==> src/rtl/pwm_duty_sequencer_if.sv <==
// Button inputs and duty/level outputs shared by the sequencer, the PWM divider and the seven-segment controller.
// The sequencer uses the master modport; the button and display side uses the slave modport.
interface pwm_duty_sequencer_if;
  logic       btn_up;
  logic       btn_down;
  logic       btn_auto;
  logic [7:0] duty;
  logic [3:0] level;
  logic       load;
  logic       auto_active;

  // No valid/ready handshake: duty and level are sampled continuously and load is an advisory one-cycle strobe.
  modport master (
    input  btn_up, btn_down, btn_auto,
    output duty, level, load, auto_active
  );

  modport slave (
    output btn_up, btn_down, btn_auto,
    input  duty, level, load, auto_active
  );
endinterface

==> src/rtl/pwm_duty_sequencer.sv <==
// Converts button edges into a bounded level and a saturated 8-bit PWM duty with a change strobe.
// Define AUTO_RAMP_EN to build the auto-ramp states, the btn_auto toggle and the tick prescaler.
module pwm_duty_sequencer #(
  parameter int STEP      = 25,
  parameter int MAX_LEVEL = 10,
  parameter int TICK_DIV  = 5000000
) (
  input  logic                 clk,
  input  logic                 rst,
  pwm_duty_sequencer_if.master io,
  output logic [1:0]           dbg_state
);

  typedef enum logic [1:0] {
    ST_MANUAL    = 2'd0,
    ST_AUTO_UP   = 2'd1,
    ST_AUTO_DOWN = 2'd2
  } state_e;

  localparam logic [3:0]  LVL_MAX = 4'(MAX_LEVEL);
  localparam logic [11:0] STEP_W  = 12'(STEP);

  state_e      state_q, state_d;
  logic [3:0]  level_q, level_d;
  logic [7:0]  duty_q, duty_d;
  logic        load_q, load_d;
  logic        auto_active_q, auto_active_d;
  logic        up_hist_q, dn_hist_q;
  logic        up_e_q, up_e_d;
  logic        dn_e_q, dn_e_d;
  logic        lvl_inc, lvl_dec;
  logic        auto_e;
  logic        tick;
  logic [11:0] prod;

  // Edges are registered, which gives the one-clock latency from first sampling a button high.
  always_comb begin
    up_e_d = io.btn_up & ~up_hist_q;
    dn_e_d = io.btn_down & ~dn_hist_q;
  end

`ifdef AUTO_RAMP_EN
  localparam int PW = $clog2(TICK_DIV);

  logic          auto_hist_q;
  logic          auto_e_q, auto_e_d;
  logic [PW-1:0] presc_q, presc_d;

  assign auto_e = auto_e_q;
  assign tick   = (state_q != ST_MANUAL) && (presc_q == PW'(TICK_DIV - 1));

  always_comb begin
    auto_e_d = io.btn_auto & ~auto_hist_q;
    presc_d  = '0;
    // The prescaler only runs while staying inside the auto states; entry and exit restart it from 0.
    if ((state_q != ST_MANUAL) && (state_d != ST_MANUAL)) begin
      presc_d = tick ? '0 : presc_q + PW'(1);
    end
  end

  always_ff @(posedge clk or negedge rst) begin
    if (!rst) begin
      auto_hist_q <= 1'b1;
      auto_e_q    <= 1'b0;
      presc_q     <= '0;
    end else begin
      auto_hist_q <= io.btn_auto;
      auto_e_q    <= auto_e_d;
      presc_q     <= presc_d;
    end
  end
`else
  logic unused_btn_auto;

  assign unused_btn_auto = io.btn_auto;
  assign auto_e          = 1'b0;
  assign tick            = 1'b0;
`endif

  // State register.
  always_ff @(posedge clk or negedge rst) begin
    if (!rst) begin
      state_q <= ST_MANUAL;
    end else begin
      state_q <= state_d;
    end
  end

  // Next-state logic; priority is btn_auto edge, then up/down edge, then tick.
  always_comb begin
    state_d = state_q;
    lvl_inc = 1'b0;
    lvl_dec = 1'b0;
    case (state_q)
      ST_MANUAL: begin
        if (auto_e) begin
          state_d = ST_AUTO_UP;
        end else if (up_e_q && !dn_e_q) begin
          lvl_inc = (level_q < LVL_MAX);
        end else if (dn_e_q && !up_e_q) begin
          lvl_dec = (level_q != 4'd0);
        end
      end
      ST_AUTO_UP: begin
        if (auto_e || up_e_q || dn_e_q) begin
          state_d = ST_MANUAL;
        end else if (tick) begin
          if (level_q < LVL_MAX) begin
            lvl_inc = 1'b1;
          end else begin
            state_d = ST_AUTO_DOWN;
            lvl_dec = 1'b1;
          end
        end
      end
      ST_AUTO_DOWN: begin
        if (auto_e || up_e_q || dn_e_q) begin
          state_d = ST_MANUAL;
        end else if (tick) begin
          if (level_q != 4'd0) begin
            lvl_dec = 1'b1;
          end else begin
            state_d = ST_AUTO_UP;
            lvl_inc = 1'b1;
          end
        end
      end
      default: state_d = ST_MANUAL;
    endcase
  end

  // Output logic.
  always_comb begin
    auto_active_d = (state_d != ST_MANUAL);
    dbg_state     = state_q;
  end

  always_comb begin
    level_d = level_q;
    if (lvl_inc) begin
      level_d = level_q + 4'd1;
    end else if (lvl_dec) begin
      level_d = level_q - 4'd1;
    end
    prod   = 12'(level_d) * STEP_W;
    duty_d = (prod > 12'd255) ? 8'hFF : prod[7:0];
    // Saturated and limit no-ops leave duty unchanged, so they raise no strobe.
    load_d = (duty_d != duty_q);
  end

  always_ff @(posedge clk or negedge rst) begin
    if (!rst) begin
      level_q       <= 4'd0;
      duty_q        <= 8'd0;
      load_q        <= 1'b0;
      auto_active_q <= 1'b0;
      up_hist_q     <= 1'b1;
      dn_hist_q     <= 1'b1;
      up_e_q        <= 1'b0;
      dn_e_q        <= 1'b0;
    end else begin
      level_q       <= level_d;
      duty_q        <= duty_d;
      load_q        <= load_d;
      auto_active_q <= auto_active_d;
      up_hist_q     <= io.btn_up;
      dn_hist_q     <= io.btn_down;
      up_e_q        <= up_e_d;
      dn_e_q        <= dn_e_d;
    end
  end

  assign io.duty        = duty_q;
  assign io.level       = level_q;
  assign io.load        = load_q;
  assign io.auto_active = auto_active_q;

endmodule

==> src/flat_wrapper.sv <==
// flat-port wrapper written by rule: the top's interface ports become plain ports
module pwm_duty_sequencer_flat 
#(
  parameter int STEP      = 25,
  parameter int MAX_LEVEL = 10,
  parameter int TICK_DIV  = 5000000
)
  (clk, rst, dbg_state, io_btn_up, io_btn_down, io_btn_auto, io_duty, io_level, io_load, io_auto_active);
  pwm_duty_sequencer_if io_i ();
  input  logic clk;
  input  logic rst;
  output logic [1:0] dbg_state;
  input wire logic [$bits(io_i.btn_up)-1:0] io_btn_up;
  input wire logic [$bits(io_i.btn_down)-1:0] io_btn_down;
  input wire logic [$bits(io_i.btn_auto)-1:0] io_btn_auto;
  output wire logic [$bits(io_i.duty)-1:0] io_duty;
  output wire logic [$bits(io_i.level)-1:0] io_level;
  output wire logic [$bits(io_i.load)-1:0] io_load;
  output wire logic [$bits(io_i.auto_active)-1:0] io_auto_active;
  assign io_i.btn_up = io_btn_up;
  assign io_i.btn_down = io_btn_down;
  assign io_i.btn_auto = io_btn_auto;
  assign io_duty = io_i.duty;
  assign io_level = io_i.level;
  assign io_load = io_i.load;
  assign io_auto_active = io_i.auto_active;
  pwm_duty_sequencer #(.STEP(STEP), .MAX_LEVEL(MAX_LEVEL), .TICK_DIV(TICK_DIV)) u_core (.clk(clk), .rst(rst), .io(io_i), .dbg_state(dbg_state));
endmodule
==> config.mk <==
export PLATFORM = sky130hd
export DESIGN_NAME = pwm_duty_sequencer_flat
export DESIGN_NICKNAME = d
export VERILOG_FILES = /design/src/rtl/pwm_duty_sequencer_if.sv /design/src/rtl/pwm_duty_sequencer.sv /design/src/flat_wrapper.sv
export SDC_FILE = /design/constraint.sdc
export NUM_CORES = 1
export LEC_CHECK = 0
export CAP_MARGIN = 20
export CORE_MARGIN = 4
export CORE_UTILIZATION = 52
export CTS_BUF_LIST = sky130_fd_sc_hd__clkbuf_4 sky130_fd_sc_hd__clkbuf_8 sky130_fd_sc_hd__clkbuf_16
export DETAILED_ROUTE_END_ITERATION = 7
export GPL_ROUTABILITY_DRIVEN = 0
export PLACE_DENSITY = 0.77
export RECOVER_POWER = 100
export REMOVE_ABC_BUFFERS = 1
export SKIP_LAST_GASP = 1
export SLEW_MARGIN = 20
export SYNTH_ARGS = -nofsm -noshare
export SYNTH_HDL_FRONTEND = slang
export SYNTH_SLANG_ARGS = --single-unit
export TNS_END_PERCENT = 100
==> constraint.sdc <==
create_clock -name clk -period 6.5 [get_ports clk]
set_clock_uncertainty 0.2 [all_clocks]
set_input_delay 0.65 -clock clk [delete_from_list [all_inputs] [get_ports clk]]
set_output_delay 0.65 -clock clk [all_outputs]
set_load 0.05 [all_outputs]
Word-level counts from Yosys, hierarchy flattened --
Index checks and enable logic that the tools add are counted. Widths: inputs -> output; s select.
Storage, ports and cells: flip-flop bits (word level) 20, output and inout bits 16, logic and storage cells 40, bits of input ports 5
Cells by class: order comparisons 2, $add $sub $neg 2, equality and inequality tests 3, multiply operators 1, bitwise logic cells 4, reduce and logical (&&, ||, !) cells 9, muxes and demuxes 10
Operators by type and width (number):
- $gt 9x8->1 const B | 1
- $mul 4x5->9 const B | 1
- $mux 4 | 2
- $mux 8 | 1
- $ne 8x8->1 | 1
- $mux 1 | 5
- $add 4x1->4 const B | 1
- $lt 4x4->1 const B | 1
- $pmux 2 s2 | 1
- $reduce_bool 4->1 | 1
- $sub 4x1->4 const B | 1
- $and 1x1->1 | 2
- $eq 2x1->1 const B | 1
- $eq 2x2->1 const B | 1
- $logic_and 1x1->1 | 2
- $logic_not 1->1 | 2
- $logic_not 2->1 | 1
- $mux 2 | 1
- $not 1->1 | 2
- $reduce_bool 2->1 | 1
- $reduce_or 2->1 | 1
- $logic_or 1x1->1 | 1

Longest topological paths before layout --
Gate-level depths: netlist of run 1.
depth in word-level cells 11, depth in mapped cells 19, depth with buffers taken out 18

Worst setup path before layout of run 1 --
Ideal clock, no wire load.
kind register to register, start register u_core.level_q[0] (netlist: u_core.io.level[0]), end register u_core.load_q (netlist: u_core.io.load), cell stages (with the launch flop) 19, library setup time 139 ps, clock period less this slack 4848 ps, required time 6161 ps, data arrival time 4509 ps, path slack 1652 ps, buffers on the path 1, cell sequence dfrtp_1 inv_1 ha_1 or3b_4 a22oi_2 xnor2_1 inv_1 ha_1 ha_1 inv_1 fa_1 nand2b_1 a21oi_1 or2_2 clkbuf_1 o41ai_4 or2_2 xor2_1 or4_1
Between the ends: longest elaborated chain between the ends 10, elaborated cells between the ends (all ways) 15, classes of those cells add/sub (2); mul (1); order compare (2); eq/ne (1); mux (8); reduce/logical (1)
Ends and longest elaborated chain:
- from (decl) | line pwm_duty_sequencer.sv:24 | logic [3:0] level_q, level_d;
- from (signal assigned) | line pwm_duty_sequencer.sv:162 | level_q <= level_d;
- $reduce_bool 4->1 | line pwm_duty_sequencer.sv:101 | lvl_dec = (level_q != 4'd0);
- $mux 1 | line pwm_duty_sequencer.sv:100 | end else if (dn_e_q && !up_e_q) begin
- $mux 1 | line pwm_duty_sequencer.sv:98 | end else if (up_e_q && !dn_e_q) begin
- $mux 1
- $mux 4 | line pwm_duty_sequencer.sv:142 | end else if (lvl_dec) begin
- $mux 4 * | line pwm_duty_sequencer.sv:140 | if (lvl_inc) begin
- net u_core.level_d[0] | line pwm_duty_sequencer.sv:24
- $mul 4x5->9 * | line pwm_duty_sequencer.sv:145 | prod = 12'(level_d) * STEP_W;
- $gt 9x8->1 | line pwm_duty_sequencer.sv:146 | duty_d = (prod > 12'd255) ? 8'hFF : prod[7:0];
- $mux 8 * | line pwm_duty_sequencer.sv:146
- net u_core.duty_d[1] | line pwm_duty_sequencer.sv:25 | logic [7:0] duty_q, duty_d;
- $ne 8x8->1 * | line pwm_duty_sequencer.sv:148 | load_d = (duty_d != duty_q);
- net u_core.load_d | line pwm_duty_sequencer.sv:26 | logic load_q, load_d;
- to (signal assigned) | line pwm_duty_sequencer.sv:164 | load_q <= load_d;
- to (decl) | line pwm_duty_sequencer.sv:26
Mark *: on every way through the listed nets, which the timed path passes. The rest lies on a longest branch.

Worst setup path in the final report of run 1 --
start register u_core.level_q[0] (netlist: u_core.io.level[0]), end register u_core.load_q (netlist: u_core.io.load)
Between the ends: longest elaborated chain between the ends 10, elaborated cells between the ends (all ways) 15, classes of those cells add/sub (2); mul (1); order compare (2); eq/ne (1); mux (8); reduce/logical (1)
Ends and longest elaborated chain (line):
- $reduce_bool 4->1 | pwm_duty_sequencer.sv:101
- $mux 1 | pwm_duty_sequencer.sv:100
- $mux 1 | pwm_duty_sequencer.sv:98
- $mux 1
- $mux 4 | pwm_duty_sequencer.sv:142
- $mux 4 * | pwm_duty_sequencer.sv:140
- net u_core.level_d[3] | pwm_duty_sequencer.sv:24
- $mul 4x5->9 * | pwm_duty_sequencer.sv:145
- $gt 9x8->1 * | pwm_duty_sequencer.sv:146
- $mux 8 * | pwm_duty_sequencer.sv:146
- net u_core.duty_d[1] | pwm_duty_sequencer.sv:25
- $ne 8x8->1 * | pwm_duty_sequencer.sv:148
- net u_core.load_d | pwm_duty_sequencer.sv:26
Marked as above.

==> results of run 1 <==
synthesized netlist by cell type, drive strengths merged (2+ instances only):
cell | instances | share of area [%]
nand2 | 11 | 3.3
a21oi | 6 | 2.4
or2 | 4 | 2.0
and3 | 2 | 0.99
nor2 | 4 | 1.2
nand3 | 2 | 0.79
ha | 14 | 14
o21ai | 3 | 1.2
and3b | 3 | 2.1
nand2b | 4 | 2.0
xor2 | 2 | 1.4
dfstp | 2 | 4.2
dfrtp | 18 | 36
nor3 | 3 | 1.2
a22oi | 3 | 2.2
nor2b | 3 | 1.5
inv | 15 | 4.5
xnor2 | 3 | 2.1
per-layer routing:
metal	up-vias	routed length, µm
li1	488	-
met1	508	1204
met4	0	51
met2	25	1346
met3	6	94
met5	-	0
registers in the layout, summed over array words and instances (netlist names):
signal / cells
u_core.io.duty: 8
u_core.io.level: 4
u_core.dbg_state: 2
u_core.dn_e_q: 1
u_core.dn_hist_q: 1
u_core.io.auto_active: 1
u_core.io.load: 1
u_core.up_e_q: 1
u_core.up_hist_q: 1
through the flow:
step / hold slack [ns] / instances / worst slack (ns)
floorplan: 0.1544 / 124 / 1.669
global placement: 0.2716 / 171 / 1.593
detailed placement: 0.2778 / 171 / 1.517
CTS: 0.3061 / 175 / 1.482
global route: 0.3315 / 175 / 0.9524
finish: 0.3020 / 175 / 1.297
area by class of cell:
| cell class | count | share of cell area [%] |
|---|---|---|
| clock buffer | 3 | 1.493 |
| timing repair buffer | 19 | 12.60 |
| clock inverter | 1 | 1.990 |
| tap | 28 | 2.322 |
| sequential | 20 | 33.33 |
| inverter | 15 | 3.731 |
| multi-input combinational | 89 | 44.53 |
worst paths after layout:
check | endpoint | slack [ns] | cells past startpoint
worst max-delay path | u_core.io.load | 1.30 | 17
worst min-delay path | u_core.up_e_q | 0.30 | 1
worst max register to register | u_core.io.load | 1.30 | 17
worst min register to register | u_core.up_e_q | 0.30 | 1
max in group asynchronous | u_core.io.duty[6] | 4.84 | 1
min in group asynchronous | u_core.dbg_state[1] | 0.71 | 1
logic make-up (layout without fill, tap and decap cells):
kind of cell | count (synthesis) | count (layout)
and+or+nand+nor | 41 | 41
AOI/OAI and AO/OA | 27 | 27
DFF | 20 | 20
buffers and inverters | 16 | 38
adders and majority gates | 15 | 15
xor gates and xnor gates | 5 | 5
muxes | 1 | 1
critical path: cells and delay by family, from the launching register on:
| family | cells | cell delay [ns] |
|---|---|---|
| AO/OA/AOI/OAI | 3 | 1.00 |
| buffers and inverters | 2 | 0.17 |
| XOR/XNOR | 1 | 0.14 |
| flip-flops | 1 | 0.45 |
| AND/OR/NAND/NOR | 7 | 2.11 |
| adder cells (fa/ha/maj) | 4 | 1.01 |
==> flow_summary.ini, run 1 <==
[outcome]
status = finished, final reports clean

[sta]
min_period_ns = 5.203
worstMarginPinSlew_ns = 0.9079
setup_tns_ns = 0
max_slew_margin_pct = 39.28
grt_setup_unrepaired = false
max_freq_mhz = 192.2
slew_viol_final = 0
setup_violations = 0
fin_crit_sh_pct = 80.05
hold_viol_final = 0

[worst_setup_path]
path_cells = inv_1 -> ha_1 -> or3b_1 -> nand2_1 -> nor3_1 -> o21ai_0 -> ha_1 -> ha_1 -> inv_1 -> fa_1 -> nand2b_1 -> a21oi_1 -> or2_0 -> o41ai_1 -> or2_2 -> xor2_1 -> or4_1
crit_required_ns = 6.48
regToRegStartpoint = u_core.io.level[0]
cp_common_cell = ha_1
crit_start = u_core.io.level[0]
worstPathMaxFanout = 10
cp_data_arrival_time_ns = 5.19
crit_path_top_delay_cell = o21ai_0
critPathMaxStageDelay_ns = 0.55
endpoint_kind = flip-flop
crit_type = reg -> reg
start_kind = flip-flop

[synth]
synth-simple-area-share_pct = 18.35
synthMuxAreaShare_pct = 0.7937
ys_seq_elements = 20
synthCells = 125
ys_warn_count = 0
synth_edf_count = 0
synth_compound_area_share_pct = 17.26
yosys.cell_types.count = 42
seq_area_frac_synth_pct = 39.88
synth_fa_ha_area_share_pct = 15.48
netlist_area_um2 = 1261
synthArstFlopShare_pct = 100.0
yosys.area_share.xor_xnor_pct = 3.472
synth_top_family_by_area = simple AND/OR/NAND/NOR gates
synthFlopType = dfrtp_1
avgSynthCellArea_um2 = 10.09

[global_route]
grt_pass1_wl_mm = 4.767
grt_max_degree = 21
busiest_layer = met2
track_usage_pct = 18.21
grt_util_met1_pct = 23.26
grt_overflow_total = 0
grtUsageMet3_pct = 3.394
gr-usage-met2_pct = 31.00
grt_pass1_vias = 1096
antenna_found_initial = 0

[floorplanning]
fp.dieW_um = 57.25
die_h_um = 57.25
num_rows = 17
start_util_pct = 55.94
core_um2 = 2255
ios = 21
die-area_um2 = 3278

[clock_tree]
worst_skew_pair.late_latency_ns = 0.30
cts_tree = built
clock-sinks = 20
htree_levels = 1
postCtsSetupBuffers = 0
cts_buffers = 3
holdBufCountCts = 0
cts_resized = 0
clockRootBuffer = clkbuf_4
path_clk_slew_ns = 0.12
cts_max_path_buffers = 2

[finish]
fill_cells = 192
finish.utilization_pct = 66.93
final_common_cell = dlygate4sd3_1
layout_common_cells = 19 x dlygate4sd3_1, 18 x dfrtp_1, 15 x inv_1
seq_area_um2 = 503.0
area.growth.synth_to_final_pct = 19.64
multiInputGateArea_um2 = 671.9
nets = 168
layout-drive-gt1-share_pct = 6.803
antenna-diode-count = 0
final_area_um2 = 1509

[run]
maxCapViolations = 0

[routing]
antenna_left = 0
vias_per_cell = 5.869
drt_wl_total_mm = 2.696
num_vias = 1027
drt_iter0_drc = 38
firstDrtPassIters = 4
post-route-drc-count = 0
avgRoutedWirePerCell_um = 15.41

[worst_hold_path]
hp-class = reg -> reg
holdCritStartpoint = u_core.up_hist_q

[placed_design]
portBuffers = 19
place_area_um2 = 1483
hpwl_mm = 2.131
Power of run 1 is left out: the tool's default activity adds up to more than one toggle a clock period on the data nets, which glitch-free logic cannot reach.
==> run 2, diff against run 1 <==
--- a/config.mk
+++ b/config.mk
@@ -7,11 +7,11 @@
 export LEC_CHECK = 0
 export CAP_MARGIN = 20
 export CORE_MARGIN = 4
-export CORE_UTILIZATION = 52
+export CORE_UTILIZATION = 47
 export CTS_BUF_LIST = sky130_fd_sc_hd__clkbuf_4 sky130_fd_sc_hd__clkbuf_8 sky130_fd_sc_hd__clkbuf_16
 export DETAILED_ROUTE_END_ITERATION = 7
 export GPL_ROUTABILITY_DRIVEN = 0
-export PLACE_DENSITY = 0.77
+export PLACE_DENSITY = 0.74
 export RECOVER_POWER = 100
 export REMOVE_ABC_BUFFERS = 1
 export SKIP_LAST_GASP = 1
==> constraint.sdc (replaced) <==
create_clock -name clk -period 4.75 [get_ports clk]
set_clock_uncertainty 0.2 [all_clocks]
set_input_delay 0.475 -clock clk [delete_from_list [all_inputs] [get_ports clk]]
set_output_delay 0.475 -clock clk [all_outputs]
set_load 0.05 [all_outputs]
==> run 2 against run 1 <==
Via count up 4.1%. Critical path depth up 1. Critical path type unchanged. Largest cell class unchanged. Routed wire length up 8.6%.
==> flow_summary.ini, run 2 (synthesis gave the netlist of run 1 again) <==
[floorplanning]
ios = 21
fp.dieW_um = 59.80
num_rows = 18
die_h_um = 59.80
core_um2 = 2522
start_util_pct = 50.00
die-area_um2 = 3576

[placed_design]
portBuffers = 19
hpwl_mm = 2.097
place_area_um2 = 1530

[sta]
max_slew_margin_pct = 41.44
hold_viol_final = 0
worst_hold_slack_ns = 0.2984
setup_tns_ns = 0
setup_violations = 0
fin_crit_sh_pct = 97.08
min_period_ns = 4.611
worstMarginPinSlew_ns = 0.8755
slew_viol_final = 0
max_freq_mhz = 216.9

[worst_setup_path]
critPathTopFamily = simple AND/OR/NAND/NOR gates
worstPathMaxFanout = 4
start_kind = flip-flop
crit_required_ns = 4.74
cp_common_cell = ha_1
path_cells = inv_2 -> ha_1 -> or3b_4 -> a22oi_2 -> xnor2_2 -> inv_1 -> ha_1 -> ha_1 -> inv_1 -> fa_2 -> and3b_1 -> nand2_1 -> a211oi_2 -> buf_4 -> o41ai_4 -> or2_2 -> xor2_1 -> or4_1
cp.buffers_inverters = 4
endpoint_kind = flip-flop
cp_data_arrival_time_ns = 4.60
timing.rr.end = u_core.io.load
regToRegStartpoint = u_core.io.level[0]
crit_cells = 18
r2r_slack_ns = 0.14
critPathMaxStageDelay_ns = 0.49
crit_type = reg -> reg
crit_path_top_delay_cell = or4_1
r2r_cells = 18

[global_route]
track_usage_pct = 16.81
antenna_found_initial = 0
grt_overflow_total = 0
grt_pass1_vias = 1088
grt_pass1_wl_mm = 4.616
grt_max_degree = 21

[routing]
drt_iter0_drc = 96
drt_wl_total_mm = 2.929
firstDrtPassIters = 4
vias_per_cell = 5.597
avgRoutedWirePerCell_um = 15.34
num_vias = 1069
antenna_left = 0
post-route-drc-count = 0

[finish]
seq_area_um2 = 503.0
nets = 182
final_area_um2 = 1677
layout-drive-gt1-share_pct = 21.74
area.growth.synth_to_final_pct = 32.94
final_common_cell = dfrtp_1
multiInputGateArea_um2 = 732.0
layout_common_cells = 18 x dfrtp_1, 16 x clkdlybuf4s50_1, 14 x inv_1, 14 x ha_1, 14 x buf_4
fill_cells = 184
antenna-diode-count = 0
largest_reg_flops = 8

[clock_tree]
worst_skew_pair.late_latency_ns = 0.30
holdBufCountCts = 0
htree_levels = 1
cts_tree = built
clock-sinks = 20
clockRootBuffer = clkbuf_4
cts_buffers = 3
path_clk_slew_ns = 0.12
cts_max_path_buffers = 2

[worst_hold_path]
holdCritStartpoint = u_core.up_hist_q
hold_depth = 1
hp-class = reg -> reg
hold_path_end = u_core.up_e_q

[outcome]
status = finished, final reports clean

[run]
maxCapViolations = 0
-- run 2: changes by cell type in the layout (fill, tap and decap cells not counted), sizes merged --
cell | previous run | this run
buf | 0 | 14
clkdlybuf4s50 | 0 | 16
dlygate4sd3 | 19 | 3
-- run 2: timing repair --
item / in CTS / in global routing
endpoints found under the hold margin: 0 / 0
resized for setup: 0 / 7
setup buffers: 0 / 8
endpoints found under the setup margin: 0 / 1
-- run 2: worst max path at each step --
stage                        from              to
4_1_cts        u_core.io.level[0]  u_core.io.load
6_report       u_core.io.level[0]  u_core.io.load
5_1_grt        u_core.io.level[0]  u_core.io.load
2_1_floorplan  u_core.io.level[0]  u_core.io.load
3_3_place_gp   u_core.io.level[0]  u_core.io.load
3_5_place_dp   u_core.io.level[0]  u_core.io.load
-- run 2: final cells by class --
cell class | instances | share of cell area [%]
clock inverter | 1 | 1.791
tap | 30 | 2.239
multi-input combinational | 89 | 43.66
inverter | 15 | 3.358
clock buffer | 3 | 1.343
timing repair buffer | 33 | 17.61
sequential | 20 | 30.00
-- run 2: metrics by stage --
stage	utilization, %	worst slack [ns]	std cells
after CTS	62.75	0.004609	183
after floorplan	-	-0.08135	124
after global routing	66.47	-0.08374	191
after detailed placement	60.66	0.05548	179
after global placement	60.66	0.09494	179
final	66.47	0.1388	191
-- run 2: worst register-to-register path, stage by stage, from the launching register on --
cell and delay (ns):
dfrtp_1 0.41, inv_2 0.09, ha_1 0.16, or3b_4 0.41, a22oi_2 0.22, xnor2_2 0.16, inv_1 0.11, ha_1 0.30
ha_1 0.22, inv_1 0.08, fa_2 0.47, and3b_1 0.26, nand2_1 0.07, a211oi_2 0.19, buf_4 0.15, o41ai_4 0.06
or2_2 0.31, xor2_1 0.15, or4_1 0.49
-- run 2: metal layers --
metal / wire length, µm / vias to the layer above / GRT usage [%]
met5: 0 / - / 0
met4: 37 / 0 / 4.747
met3: 86 / 4 / 3.024
met2: 1534 / 24 / 29.17
met1: 1270 / 524 / 21.22
li1: - / 517 / -
Power of run 2 is left out for the same reason.
==> run 3, diff against run 2 <==
--- a/config.mk
+++ b/config.mk
@@ -11,6 +11,7 @@
 export CTS_BUF_LIST = sky130_fd_sc_hd__clkbuf_4 sky130_fd_sc_hd__clkbuf_8 sky130_fd_sc_hd__clkbuf_16
 export DETAILED_ROUTE_END_ITERATION = 7
 export GPL_ROUTABILITY_DRIVEN = 0
+export GPL_TIMING_DRIVEN = 0
 export PLACE_DENSITY = 0.74
 export RECOVER_POWER = 100
 export REMOVE_ABC_BUFFERS = 1
@@ -19,4 +20,4 @@
 export SYNTH_ARGS = -nofsm -noshare
 export SYNTH_HDL_FRONTEND = slang
 export SYNTH_SLANG_ARGS = --single-unit
-export TNS_END_PERCENT = 100
+export TNS_END_PERCENT = 1
==> run 3 against run 2 <==
Hold slack better by 0.012 ns. Count of clock-buffer cells in the layout stayed put. First-iteration DRC count is 69% lower. Die area stayed put. Setup slack better by 0.057 ns. Critical path type unchanged. Cell area is 1.3% lower. Via count hardly changed. Largest cell class unchanged. Flip-flop and latch count stayed put. Sequential share of layout area is 0.54 points higher.
==> flow_summary.ini, run 3 (synthesis gave the netlist of run 1 again) <==
[outcome]
status = finished, final reports clean

[finish]
largest_reg_flops = 8
layout-drive-gt1-share_pct = 25.00
fill_cells = 213
layout_common_cells = 16 x clkdlybuf4s50_1, 16 x dfrtp_1, 13 x ha_1
area.growth.synth_to_final_pct = 31.25
antenna-diode-count = 0
nets = 177

[floorplanning]
fp.dieW_um = 59.80
start_util_pct = 50.00
die_h_um = 59.80
die-area_um2 = 3576
num_rows = 18
ios = 21
core_um2 = 2522

[routing]
num_vias = 1068
antenna_left = 0
drt_iter0_drc = 30
firstDrtPassIters = 4
drt_wl_total_mm = 3.035
avgRoutedWirePerCell_um = 16.32
post-route-drc-count = 0
vias_per_cell = 5.742

[global_route]
busiest_layer = met2
grt_util_met1_pct = 21.29
grt_overflow_total = 0
grt_pass1_vias = 1121
grt_pass1_wl_mm = 4.809
antenna_found_initial = 0
grtUsageMet3_pct = 4.320
grt_max_degree = 21
gr-usage-met2_pct = 30.71
track_usage_pct = 17.65

[worst_setup_path]
crit_required_ns = 4.74
endpoint_kind = flip-flop
critPathTopFamily = simple AND/OR/NAND/NOR gates
r2r_cells = 17
critPathMaxStageDelay_ns = 0.50
crit_path_top_delay_cell = or4_1
regToRegStartpoint = u_core.io.level[0]
worstPathMaxFanout = 4
start_kind = flip-flop
crit_start = u_core.io.level[0]
cp_data_arrival_time_ns = 4.54
crit_type = reg -> reg
path_cells = inv_2 -> ha_1 -> or3b_4 -> a22oi_2 -> xnor2_2 -> inv_2 -> ha_1 -> ha_2 -> inv_2 -> fa_2 -> and3b_2 -> o211ai_1 -> buf_4 -> o41ai_4 -> or2_4 -> xor2_1 -> or4_1
cp_common_cell = inv_2
crit_cells = 17
cp.buffers_inverters = 4

[sta]
setup_violations = 0
worstMarginPinSlew_ns = 0.8875
slew_viol_final = 0
fin_crit_sh_pct = 95.89
hold_viol_final = 0
max_slew_margin_pct = 40.64
worst_hold_slack_ns = 0.3102
min_period_ns = 4.555
max_freq_mhz = 219.6

[worst_hold_path]
hp-class = reg -> reg
hold_depth = 1
holdCritStartpoint = u_core.up_hist_q

[clock_tree]
clockRootBuffer = clkbuf_4
cts_max_path_buffers = 2
cts_buffers = 3
worst_skew_pair.late_latency_ns = 0.30
clock-sinks = 20
path_clk_slew_ns = 0.12
htree_levels = 1
cts_tree = built

[run]
maxCapViolations = 0

[placed_design]
portBuffers = 19
hpwl_mm = 2.182
==> run 3: cell types whose count changed in the layout (fill, tap and decap cells not counted), moves of 2 or more <==
cell,delta
dfrtp_1,-2
buf_4,-5
and3b_2,+2
and3b_1,-2
inv_1,-2
inv_2,+2
dfrtp_2,+2
==> run 3: what timing repair did <==
action / in CTS / in global routing
pin swaps: 3 / 6
setup endpoints to repair: 1 / 1
resized for setup: 3 / 16
hold buffers: 0 / 0
buffers inserted: 2 / 7
==> run 3: final cells by class <==
type	instances	area, µm²	area share, %
Timing Repair Buffer	28	257.7	15.57
Inverter	15	56.30	3.401
Sequential cell	20	505.5	30.54
Clock buffer	3	22.52	1.361
Multi-Input combinational cell	89	745.7	45.05
Clock inverter	1	30.03	1.814
Tap cell	30	37.54	2.268
==> run 3: per-stage QoR <==
step | setup TNS [ns] | area [µm²] | utilization [%] | instances | setup WS [ns]
final | 0 | 1655 | 65.63 | 186 | 0.1954
after CTS | 0 | 1565 | 62.05 | 179 | 0.01181
after floorplan | -0.08135 | 1257 | - | 124 | -0.08135
after global routing | -0.01785 | 1655 | 65.63 | 186 | -0.01785
after global placement | -0.1510 | 1485 | 58.88 | 173 | -0.1510
after detailed placement | -0.2434 | 1485 | 58.88 | 173 | -0.2434
==> run 3: worst paths after layout <==
kind | to | slack, ns
max | u_core.io.load | 0.20
min | u_core.up_e_q | 0.31
max reg2reg | u_core.io.load | 0.20
min reg2reg | u_core.up_e_q | 0.31
max in group asynchronous | u_core.io.level[1] | 3.22
min in group asynchronous | u_core.io.duty[5] | 0.52
==> run 3: worst register-to-register path, stage by stage (launching register included) <==
cell and delay [ns]:
dfrtp_2 0.45, inv_2 0.07, ha_1 0.17, or3b_4 0.40
a22oi_2 0.21, xnor2_2 0.16, inv_2 0.08, ha_1 0.31
ha_2 0.20, inv_2 0.06, fa_2 0.44, and3b_2 0.26
o211ai_1 0.09, buf_4 0.16, o41ai_4 0.42, or2_4 0.20
xor2_1 0.06, or4_1 0.50
==> run 3: metal layers <==
metal / routed length [µm] / up-vias
met5: 0 / -
met4: 59 / 0
met3: 93 / 8
met2: 1611 / 27
met1: 1270 / 530
li1: - / 503
Power of run 3 is left out for the same reason.
